--- config.mk ---
export PLATFORM = sky130hd
export DESIGN_NAME = tri_bus_arbiter
export DESIGN_NICKNAME = d
export VERILOG_FILES = /design/src/rtl/tri_bus_arb_pkg.sv /design/src/rtl/tri_bus_arbiter_rr_picker.sv /design/src/rtl/tri_bus_arbiter.sv
export SDC_FILE = /design/constraint.sdc
export NUM_CORES = 1
export LEC_CHECK = 0
export ABC_CLOCK_PERIOD_IN_PS = 2300
export CAP_MARGIN = 20
export CORE_MARGIN = 4
export CORE_UTILIZATION = 40
export CTS_BUF_LIST = sky130_fd_sc_hd__clkbuf_8
export DETAILED_ROUTE_END_ITERATION = 8
export MAX_ROUTING_LAYER = met4
export PLACE_DENSITY_LB_ADDON = 0.05
export SYNTH_ARGS = -nofsm -noshare
export SYNTH_HDL_FRONTEND = slang
export SYNTH_HIERARCHICAL = 1
export SYNTH_SLANG_ARGS = --single-unit
--- constraint.sdc ---
create_clock -name clk -period 2.3 [get_ports clk]
set_clock_uncertainty 0.1 [all_clocks]
set_input_delay 0.46 -clock clk [delete_from_list [all_inputs] [get_ports clk]]
set_output_delay 0.46 -clock clk [all_outputs]
set_load 0.05 [all_outputs]
--- src/rtl/tri_bus_arb_pkg.sv ---
// Shared types and helpers for the tri-state bus arbiter slice.
package tri_bus_arb_pkg;

  typedef enum logic [1:0] {
    IDLE  = 2'd0,
    GRANT = 2'd1,
    TURN  = 2'd2
  } arb_state_e;

  localparam int unsigned DEF_N_REQ       = 4;
  localparam int unsigned DEF_SLOT_CYCLES = 16;
  localparam int unsigned MAX_N_REQ       = 8;
  localparam int unsigned MAX_IDX_W       = 3;

  // Callers truncate the result to their own requester count.
  function automatic logic [MAX_N_REQ-1:0] onehot_from_idx(input logic [MAX_IDX_W-1:0] idx);
    logic [MAX_N_REQ-1:0] oh;
    oh      = '0;
    oh[idx] = 1'b1;
    return oh;
  endfunction

endpackage

--- src/rtl/tri_bus_arbiter_rr_picker.sv ---
// Combinational round-robin search: first asserted request at or after ptr, wrapping.
module rr_picker
  import tri_bus_arb_pkg::*;
#(
  parameter int unsigned N_REQ = DEF_N_REQ,
  parameter int unsigned IDX_W = 2
) (
  input  logic [N_REQ-1:0] req,
  input  logic [IDX_W-1:0] ptr,
  output logic             found,
  output logic [IDX_W-1:0] winner
);

  logic [IDX_W-1:0] idx;

  // Walk from the farthest offset down so the nearest match is written last.
  always_comb begin
    found  = 1'b0;
    winner = '0;
    idx    = '0;
    for (int unsigned i = N_REQ; i > 0; i--) begin
      idx = IDX_W'(ptr + IDX_W'(i - 1));
      if (req[idx]) begin
        found  = 1'b1;
        winner = idx;
      end
    end
  end

endmodule

--- src/rtl/tri_bus_arbiter.sv ---
// Round-robin owner arbiter for a shared tri-state bus with bounded slots and turnaround.
// Optional slot lock: define TRI_BUS_ARB_LOCK_EN.
module tri_bus_arbiter
  import tri_bus_arb_pkg::*;
#(
  parameter int unsigned N_REQ       = DEF_N_REQ,
  parameter int unsigned IDX_W       = 2,
  parameter int unsigned SLOT_CYCLES = DEF_SLOT_CYCLES,
  parameter int unsigned CNT_W       = 4
) (
  input  logic             clk,
  input  logic             rst_n,
  input  logic             bus_en,
  input  logic [N_REQ-1:0] req,
  input  logic [N_REQ-1:0] lock,
  output logic [N_REQ-1:0] gnt,
  output logic [IDX_W-1:0] gnt_idx,
  output logic             bus_busy,
  output logic             turn
);

  arb_state_e       state_q;
  logic [N_REQ-1:0] gnt_q;
  logic [IDX_W-1:0] gnt_idx_q;
  logic             busy_q;
  logic             turn_q;
  logic [IDX_W-1:0] ptr_q, ptr_d;
  logic [CNT_W-1:0] cnt_q, cnt_d;

  logic             found;
  logic [IDX_W-1:0] winner;
  logic [N_REQ-1:0] own_oh;
  logic [N_REQ-1:0] win_oh;
  logic             others_pending;
  logic             expiry;
  logic             hold_slot;
  logic             release_bus;
  logic             take;

  rr_picker #(
    .N_REQ (N_REQ),
    .IDX_W (IDX_W)
  ) u_picker (
    .req    (req),
    .ptr    (ptr_q),
    .found  (found),
    .winner (winner)
  );

`ifdef TRI_BUS_ARB_LOCK_EN
  assign hold_slot = lock[gnt_idx_q];
`else
  logic lock_unused;
  assign lock_unused = ^lock;
  assign hold_slot   = 1'b0;
`endif

  always_comb begin
    own_oh         = N_REQ'(onehot_from_idx(MAX_IDX_W'(gnt_idx_q)));
    win_oh         = N_REQ'(onehot_from_idx(MAX_IDX_W'(winner)));
    others_pending = |(req & ~own_oh);
    expiry         = (cnt_q == CNT_W'(SLOT_CYCLES - 1));
    release_bus    = !req[gnt_idx_q] || !bus_en || (expiry && others_pending && !hold_slot);
    take           = (state_q == IDLE || state_q == TURN) && bus_en && found;
    ptr_d          = IDX_W'(winner + 1'b1);
    // A locked owner at expiry with others waiting sits at the last count.
    if (expiry) cnt_d = others_pending ? cnt_q : '0;
    else        cnt_d = cnt_q + 1'b1;
  end

  always_ff @(posedge clk) begin
    if (!rst_n) begin
      state_q   <= IDLE;
      gnt_q     <= '0;
      gnt_idx_q <= '0;
      busy_q    <= 1'b0;
      turn_q    <= 1'b0;
      ptr_q     <= '0;
      cnt_q     <= '0;
    end else if (take) begin
      state_q   <= GRANT;
      gnt_q     <= win_oh;
      gnt_idx_q <= winner;
      busy_q    <= 1'b1;
      turn_q    <= 1'b0;
      ptr_q     <= ptr_d;
      cnt_q     <= '0;
    end else begin
      case (state_q)
        GRANT: begin
          if (release_bus) begin
            state_q <= TURN;
            gnt_q   <= '0;
            busy_q  <= 1'b0;
            turn_q  <= 1'b1;
          end else begin
            cnt_q   <= cnt_d;
          end
        end
        TURN: begin
          state_q <= IDLE;
          turn_q  <= 1'b0;
        end
        default: begin
          state_q <= IDLE;
          gnt_q   <= '0;
          busy_q  <= 1'b0;
          turn_q  <= 1'b0;
        end
      endcase
    end
  end

  assign gnt      = gnt_q;
  assign gnt_idx  = gnt_idx_q;
  assign bus_busy = busy_q;
  assign turn     = turn_q;

endmodule

==> impl_metrics.yaml <==
grt:
  use_met1_pct: 19.2
  groute.layer.met2.usage_pct: 26.4
  grt_use_total_pct: 15.8
  grt_antenna_before_repair: 0
  grt_first_pass_wirelength_um: 3420
  grt_max_degree: 14
  global_route_met3_usage_pct: 3.22
  grt_pass1_vias: 795
  most_used_routing_layer: "met2"
  overflow: 0
yosys:
  mappedNetlistNets: 122
  synth-main-ff-cell: "sky130_fd_sc_hd__dfxtp_1"
  synthesis.yosys.warnings: 6
  syn_area_per_cell_um2: 8.37
  syn-instance-count: 106
  ff_latch_count_synth: 15
  netlist-cell-type-count: 34
  syn_area_um2: 887
  postSynth.asyncResetShare_pct: 0
  part_of_the_yosys_area_used_for_sequential_elements_pct: 33.9
  synth_enable_flop_cells: 0
clock_network:
  cts_hold_buf: 0
  ctsRootBufferMaster: "sky130_fd_sc_hd__clkbuf_8"
  numClockSinks: 15
  h_tree_depth: 1
  clk_transition_reported_paths_ns: 0.07
  clockBufferDepth: 2
  cts-buffers-inserted: 3
  cts_tree: "yes"
  worst_skew_pair.late_latency_ns: 0.25
  post-cts-setup-buffers: 0
  cts_resized: 0
floorplanning:
  chipWidth_um: 55.1
  core_area_mm2: 0.00204
  fp-row-count: 16
  floorplan.die.height_um: 55.1
  die_area_mm2: 0.00304
  initial_utilization_pct: 43.4
  io-pin-count: 19
sta:
  tightest_slew_ns: 0.504
  setup_viol: 0
  period_share_pct: 93.9
  fmaxAchievable_mhz: 463
  timing.final.max_slew_violations: 0
  final-hold-violation-count: 0
  final_ws_setup_ns: 0.141
  grt_setup_unrepaired: "no"
  worst_slew_margin_rel_pct: 66.3
  post-route-min-period_ns: 2.16
worst_setup_path:
  timing.setup.critical_path_class: "reg -> out"
  crit_arrival_ns: 1.60
  sort_of_element_at_the_end_of_the_critical_path: "primary output"
  path_delay_family: "buffers and inverters"
  worst_setup_path_start_kind: "flop"
  timing.critical_path.depth: 1
  cp_cell_sequence: "clkdlybuf4s50_1"
  worst_ep_required_time_ns: 1.74
  slowest_delay_ns: 0.86
  critPathSlowestCell: "sky130_fd_sc_hd__clkdlybuf4s50_1"
  critPathBufInv: 1
  worst_r2r_path_depth: 5
  timing.critical_path.fanout_max: 7
layout:
  drive_gt1_share_pct: 16.7
  num_antenna_cells: 0
  layout.cells.most_common_list: "19 x sky130_fd_sc_hd__nand2_1, 15 x sky130_fd_sc_hd__dfxtp_1, 14 x sky130_fd_sc_hd__clkdlybuf4s50_1, 12 x sky130_fd_sc_hd__buf_4, 9 x sky130_fd_sc_hd__nor2_1"
  area.growth.synth_to_final_pct: 31.6
  design.final.nets: 149
  instances_no_fill: 159
  most_common_cell_after_layout_fill_and_taps_aside: "sky130_fd_sc_hd__nand2_1"
  final_util_pct: 57.2
route:
  postRouteAntennaNets: 0
  via_count: 814
  drt_iter0_drc: 9
  dr.pass1.iters: 4
  post_drt_via_cell_ratio: 5.12
  average_wire_per_cell_in_the_routed_design_um: 12.4
  detail_route.drc_violations: 0
  drt-total-wl_um: 1970
place:
  dp_cells: 155
  dp_hpwl_um: 1480
  pre_cts_ws_ns: -0.0724
  port_buf_inserts: 14
  gpl.final_weighted_congestion: 0.687
power:
  power.static_leakage_nw: 0.449
  power.density_mw_per_mm2: 565
  power.ir.vdd_worst_uv: 311
min_path:
  worst_hold_path.num_cells: 2
  class_of_the_most_critical_hold_timing_path: "reg -> reg"
outcome:
  run_status: "finished clean"
flow_run:
  max-cap-violations: 0
==> Yosys cell counts, drive strengths merged (2+ instances only) <==
cell type	n	area, um2
ha	5	62.6
o22ai	2	12.5
nand2b	3	18.8
dfxtp	15	300
inv	2	7.51
mux2i	5	50.1
a21boi	8	60.1
a211oi	2	20.0
buf	2	22.5
nand3	2	10.0
a21oi	3	15.0
nor2b	2	12.5
nand2	19	71.3
clkbuf	2	7.51
o21ai	7	35.0
o21a	2	15.0
nor2	10	40.0
==> flip-flops by register name (all words and copies together) (netlist names) <==
name,count
bus_busy,1
cnt_q,4
gnt,4
gnt_idx,2
ptr_q,2
state_q,1
turn,1
==> cell type report <==
type                    instances  area [um2]
flip-flops and latches         15         300
repair buffers                 26         230
clock inverters                 1        5.00
clock buffers                   3        41.3
inverters                       2        7.51
well taps                      27        33.8
fillers                       224         875
multi-input cells              85         549
==> final timing paths <==
kind | from | end | slack [ns]
hold / removal | bus_busy$_SDFFE_PN0P_ | bus_busy$_SDFFE_PN0P_ | 0.39
setup / recovery | gnt_idx[0]$_SDFFE_PN0P_ | gnt_idx[0] | 0.14
hold reg to reg | bus_busy$_SDFFE_PN0P_ | bus_busy$_SDFFE_PN0P_ | 0.39
setup reg to reg | gnt_idx[0]$_SDFFE_PN0P_ | cnt_q[2]$_SDFFE_PP0P_ | 0.50
==> layer usage <==
layer / share of wire, % / wire [um] / vias to the layer above
met2: 45 / 894 / 13
met4: 0.46 / 9 / 0
met1: 52 / 1020 / 370
met3: 2.3 / 45 / 2
li1: - / - / 429
met5: 0 / 0 / -
==> per-stage QoR <==
step                setup TNS [ns]  instance area (um2)  hold WS (ns)  total power, W
floorplan                        0                  887         0.378        0.000387
global placement           -0.0366                 1120         0.374        0.000445
detailed placement          -0.203                 1120         0.376        0.000449
CTS                              0                 1170         0.388        0.000670
global route                     0                 1170         0.431        0.000700
finish                           0                 1170         0.387        0.000660
==> worst min-delay path, delay by kind of cell (launching register included) <==
family	cells	cell delay, ns
flops	1	0.31
compound gates	2	0.13
==> cells by family after synthesis <==
group                    share of synthesized area [%]
AO/OA/AOI/OAI                                     22.1
adder cells (fa/ha/maj)                           7.05
buffers and inverters                             4.23
flip-flops                                        33.9
multiplexers                                      7.33
AND/OR/NAND/NOR                                   25.4
==> power by group <==
group          internal [W]  total, W  switching [W]
sequential         0.000273  0.000288      0.0000153
combinational     0.0000705  0.000155      0.0000844
clock              0.000120  0.000217      0.0000970
Power figures use the tool's default switching activity.
